===== config.mk =====
export PLATFORM = sky130hd
export DESIGN_NAME = bit_serial_adder
export DESIGN_NICKNAME = d
export VERILOG_FILES = /design/src/rtl/bit_serial_pkg.sv /design/src/rtl/serial_fa_cell.sv /design/src/rtl/bit_serial_adder.sv
export SDC_FILE = /design/constraint.sdc
export NUM_CORES = 1
export LEC_CHECK = 0
export CELL_PAD_IN_SITES_DETAIL_PLACEMENT = 0
export CELL_PAD_IN_SITES_GLOBAL_PLACEMENT = 2
export CORE_MARGIN = 5
export CORE_UTILIZATION = 27
export DETAILED_ROUTE_END_ITERATION = 8
export PLACE_DENSITY = 0.73
export SKIP_CTS_REPAIR_TIMING = 1
export SYNTH_ARGS = -nofsm -noshare
export SYNTH_HDL_FRONTEND = slang
export SYNTH_SLANG_ARGS = --single-unit

===== constraint.sdc =====
create_clock -name clk -period 1.64 [get_ports clk]
set_clock_uncertainty 0.1 [all_clocks]
set_input_delay 0.328 -clock clk [delete_from_list [all_inputs] [get_ports clk]]
set_output_delay 0.328 -clock clk [all_outputs]
set_load 0.01 [all_outputs]

===== src/rtl/bit_serial_pkg.sv =====
// bit_serial_pkg: shared FSM state type and sizing helper for the bit-serial adder
package bit_serial_pkg;
  typedef enum logic [1:0] {IDLE, ADD, DONE} bsa_state_t;
  function automatic int cnt_w(input int w);
    return $clog2(w);
  endfunction
endpackage


===== src/rtl/serial_fa_cell.sv =====
// serial_fa_cell: 1-bit full adder whose carry-out is registered and fed back as carry-in
module serial_fa_cell (
  input  logic clk,
  input  logic rst_n,
  input  logic load,
  input  logic cin,
  input  logic en,
  input  logic x,
  input  logic y,
  output logic s,
  output logic c
);
  logic carry;
  assign s = x ^ y ^ carry;
  assign c = (x & y) | (x & carry) | (y & carry);
  // carry FF: seeded with cin when an operation starts, then tracks carry-out each bit
  always_ff @(posedge clk or negedge rst_n)
    if (!rst_n) carry <= 1'b0;
    else if (load) carry <= cin;
    else if (en) carry <= c;
endmodule


===== src/rtl/bit_serial_adder.sv =====
// bit_serial_adder: LSB-first serial adder, one bit per clock; BIT_SERIAL_ADD_OVF_EN enables signed overflow
module bit_serial_adder
  import bit_serial_pkg::*;
#(
  parameter int WIDTH = 8
) (
  input  logic             clk,
  input  logic             rst_n,
  input  logic             start,
  input  logic [WIDTH-1:0] a,
  input  logic [WIDTH-1:0] b,
  input  logic             cin,
  output logic             busy,
  output logic             done,
  output logic [WIDTH-1:0] sum,
  output logic             cout,
  output logic             ovf
);
  localparam int CW = cnt_w(WIDTH);
  localparam logic [CW-1:0] LAST = CW'(WIDTH - 1);
  bsa_state_t state, state_nx;
  logic [WIDTH-1:0] a_sr, b_sr;
  logic [CW-1:0] cnt;
  logic accept, adding, last, s, c;
  assign accept = start && state != ADD;
  assign adding = state == ADD;
  assign last = adding && cnt == LAST;
  serial_fa_cell u_fa (
    .clk  (clk),
    .rst_n(rst_n),
    .load (accept),
    .cin  (cin),
    .en   (adding),
    .x    (a_sr[0]),
    .y    (b_sr[0]),
    .s    (s),
    .c    (c)
  );
  // next state: DONE accepts a new start directly so back-to-back ops have no IDLE gap
  always_comb begin
    state_nx = state;
    state_nx = state == ADD ? (last ? DONE : ADD) : (start ? ADD : IDLE);
  end
  // state register, with busy/done registered from the next state so they are glitch-free flops
  always_ff @(posedge clk or negedge rst_n)
    if (!rst_n) begin
      state <= IDLE;
      busy  <= 1'b0;
      done  <= 1'b0;
    end else begin
      state <= state_nx;
      busy  <= state_nx == ADD;
      done  <= state_nx == DONE;
    end
  // operand shift-out, sum shift-in from the MSB side, bit counter and final carry
  always_ff @(posedge clk or negedge rst_n)
    if (!rst_n) begin
      a_sr <= '0;
      b_sr <= '0;
      cnt  <= '0;
      sum  <= '0;
      cout <= 1'b0;
    end else if (accept) begin
      a_sr <= a;
      b_sr <= b;
      cnt  <= '0;
    end else if (adding) begin
      a_sr <= a_sr >> 1;
      b_sr <= b_sr >> 1;
      sum  <= {s, sum[WIDTH-1:1]};
      cnt  <= cnt + CW'(1);
      if (last) cout <= c;
    end
`ifdef BIT_SERIAL_ADD_OVF_EN
  // carry into the MSB equals s^x^y of the last bit; overflow is that carry xor the final carry-out
  always_ff @(posedge clk or negedge rst_n)
    if (!rst_n) ovf <= 1'b0;
    else if (last) ovf <= (s ^ a_sr[0] ^ b_sr[0]) ^ c;
`else
  assign ovf = 1'b0;
`endif
endmodule

== After elaboration in Yosys (flattened, before gate mapping) ==
Index checks and enable logic that the tools add are counted.
Widths: inputs -> output; s select.
Storage, ports and cells
  logic and storage cells: 39
  bits of input ports: 20
  latch bits: 0
  flip-flop bits (word level): 33
  memory bits (read-only): 0
  memories kept: 0
  bits in writable memories: 0
Operators by class
  reduce and logical (&&, ||, !) cells: 5
  divide/modulo/power cells: 0
  $mul: 0
  add/sub/neg operators: 1
  shifts and indexed selects: 0
  magnitude comparators: 0
  bitwise logic cells: 8
  equal/unequal tests: 5
  muxes and demuxes: 11
Operators by type and width (number)
  $mux 8: 4
  $mux 3: 2
  $eq 2x1->1 const B: 2
  $mux 2: 2
  $add 3x1->3 const B: 1
  $and 1x1->1: 3
  $eq 3x3->1 const B: 1
  $mux 1: 3
  $reduce_and 3->1: 1
  $eq 2x2->1 const B: 1
  $logic_and 1x1->1: 2
  $ne 2x1->1 const B: 1
  $or 1x1->1: 2
  $reduce_and 2->1: 1
  $reduce_bool 2->1: 1
  $xor 1x1->1: 2
  $not 1->1: 1

== Logic depth before layout (Yosys ltp) ==
  depth after elaboration: 5
  depth in mapped cells: 5

== Modules after synthesis ==
A second synthesis with hierarchy kept.
Unflattened totals
  cells, all modules: 99
  area total of the unflattened synthesis: 1606.5 um^2
By module, submodules not included
  bit_serial_adder: area each 1542.7 um^2, cells an instance 94, sequential area each 775.7 um^2, times used 1
  serial_fa_cell: area each 63.8 um^2, cells an instance 5, sequential area each 25.0 um^2, times used 1

== Worst setup path before layout ==
No wires, ideal clock.
  kind: reg2reg
  from: register cnt[0]
  to: register cout
  period minus slack after synthesis: 1.357 ns
  buffers on the path: 0
  required time: 1.415 ns
  stages on the path, launching flop included: 5
  setup slack: 0.283 ns
  arrival time: 1.133 ns
  cells stage by stage: dfrtp_1 > ha_1 > ha_1 > and2_1 > mux2_2
On the way
  word-level cells in the longest chain between the ends: 3
Ends and longest elaborated chain
  start: declaration: RTL line bit_serial_adder.sv:23  | logic [CW-1:0] cnt;
  start signal: assignment: RTL line bit_serial_adder.sv:71  | cnt <= cnt + CW'(1);
  $eq 3x3->1: RTL line bit_serial_adder.sv:27  | assign last = adding && cnt == LAST;
  $logic_and 1x1->1: RTL line bit_serial_adder.sv:27
  $reduce_and 3->1 (no source line)
  end signal: assignment: RTL line bit_serial_adder.sv:62  | cout <= 1'b0;
  end signal: assignment: RTL line bit_serial_adder.sv:72  | if (last) cout <= c;
  end: declaration: RTL line bit_serial_adder.sv:16  | output logic cout,
Every way passes these cells.
A chain may end at the register's enable or synchronous reset.

==> metrics.txt <==
overflow left after global routing=0; drt wl/cell=11.59 um; CP arrival=between 1 and 1.5 ns; final hold violation count=0; number of buffers created by CTS=5; fmax=0.6249 GHz; commonest non-fill, non-tap cell in the layout=dfrtp_1; antenna-violating nets left=0; initial antenna violation count=0; Seq/Total Area, Yosys=between 50% and 60%; Final Cycle Share=between 90 and 100%; antenna fix cells=0; # IOs=32; Final Power=~3200 uW; Static Leak=0.0009631 uW; commonest non-fill, non-tap cells in the layout=dfrtp_1, clkdlybuf4s50_1, mux2i_1, nand2_1, o21ai_0; vias in the first global route=~940; detailed-route via count=between 900 and 1,000; WP buf/inv=1; Synth area leaders=dfrtp_1, mux2i_1, mux2_2, o21ai_0, nand2_1; global-route wire length before repair=~4300 um; post-synth top area share=between 50% and 60%; Cell Count, Final, Fillers Out=220; met1 Track Usage GR=a little over a tenth; fin crit period=roughly 1.6 ns; largest fanout on the critical path=2; grt met2 use=12.60%; global placer's final weighted congestion=between 0.6 and 0.7; share of layout cells above drive strength 1=roughly 17%; Cell Pwr Density=1672 nW/um^2; Starting Density=27.51%; clk sinks=32; Seq cells post-synth=32; syn nets=around 140; CP peak stage delay=0.55 ns; Pre-antenna DRT Iters=4; row count=26; synthesized area=1396 um^2; Yosys cell types=17; DR vias/cell=4.164; IO Port Bufs=30; DP Wirelength=between 1500 and 2000 um; CP max stage cell=clkdlybuf4s50_1; Synth area leader=dfrtp_1; nature of the critical path endpoint=output pin; busiest layer in global routing=met2; Max Cap Viol=0; worst setup path class=register to output pin; clock insertion delay at the later pin of the skew report=roughly 0.28 ns; Root Buffer=clkbuf_8; chip width=just over 80 um; Max Slew Vio Count=0; CTS tree=yes; CTS H-tree depth=2; DRC=0; Placed Instances=212; Core Footprint=5075 um^2; top cell family by delay on the critical path=buffers and inverters; worst hold path class=input pin to async pin; net count reported at finish=172; Die ar.=between 6000 and 7000 um^2; status=complete, no violations; Area Growth Syn to Fin=37.01%; M3 GR Usage=~3.3%; die height=81.92 um; Ys Warns=0; DR iter-0 viols=32; Overall Global Routing Usage=8.674%; clk slew on worst S/H paths=approximately 0.07 ns; Avg Inst Size Synth=roughly 12 um^2; synthesized instance count=between 100 and 150; Max clock buf depth=2; CP Launch Type=register; critical path cell sequence=clkdlybuf4s50_1; final setup fails=0; CP Data Required Time=between 1 and 1.5 ns; Max VDD drop=536.6 uV; DRT Wirelength=2549 um; setup TNS=0 ns; RSZ-0062 raised after global routing=false; largest net degree at the start of global routing=33
## worst paths after layout
check | depth (start not counted) | slack [ns] | startpoint | to
hold / removal | 2 | 0.31 | rst_n | sum[6]
hold reg to reg | 2 | 0.39 | b_sr[6] | b_sr[5]
setup / recovery | 1 | 0.04 | state[0] | busy
max in group asynchronous | 2 | 0.96 | rst_n | a_sr[3]
min in group clk | 2 | 0.39 | b_sr[6] | b_sr[5]
setup reg to reg | 4 | 0.21 | cnt[0] | cout
## routing by layer
layer	part of all wire, %	wire, um	vias up
met4	2.0	52	0
li1	-	-	453
met2	46	1179	27
met5	0	0	-
met3	6.7	171	8
met1	45	1145	428
## cell type report
| type | count | area (um^2) |
|---|---|---|
| clock buffers | 6 | 82.58 |
| well taps | 70 | 87.58 |
| repair buffers | 36 | 390.4 |
| clock inverters | 2 | 10.01 |
| multi-input cells | 74 | 541.8 |
| fillers | 512 | 3162 |
| flip-flops and latches | 32 | 800.8 |
## cells by family (layout without fill, tap and decap cells)
logic type      Yosys count  in the layout  synth area share (%)
other cells               1              1                0.2686
flops                    32             32                 57.35
compound gates           17             17                 6.093
fa+ha+maj                 3              3                 3.226
simple gates             26             26                 8.422
mux                      27             27                 20.79
buf+inv                   8             44                 3.853
## metrics by stage
stage	setup WS (ns)	util, %	hold WS [ns]	instance area [um^2]
2_1_floorplan	0.2826	-	-0.06759	1396
3_3_place_gp	0.07739	35.48	0.3599	1800
3_5_place_dp	0.04533	35.48	0.3746	1800
4_1_cts	-0.006962	37.30	0.3074	1893
5_1_grt	0.002306	37.70	0.3185	1913
6_report	0.03963	37.70	0.3078	1913
## Yosys cell counts, drive strengths merged
master and n:
mux2i 17, o21ai 17, mux2 10, clkbuf 1, nor2 4, and2 2, buf 7, ha 2
nand2b 2, conb 1, nand2 17, dfrtp 32, nor2b 1, fa 1
## state kept, by name, indices dropped and copies added, names as in the netlist
| name | count |
|---|---|
| a_sr | 8 |
| b_sr | 8 |
| cnt | 3 |
| cout | 1 |
| done | 1 |
| state | 2 |
| sum | 8 |
| u_fa.carry | 1 |
## power breakdown
group,total [uW],internal (uW),switching [uW]
registers,1340,1140,193
clock network,616,334,282
logic,1250,694,553
No activity file was read; power rests on OpenSTA's default activity.
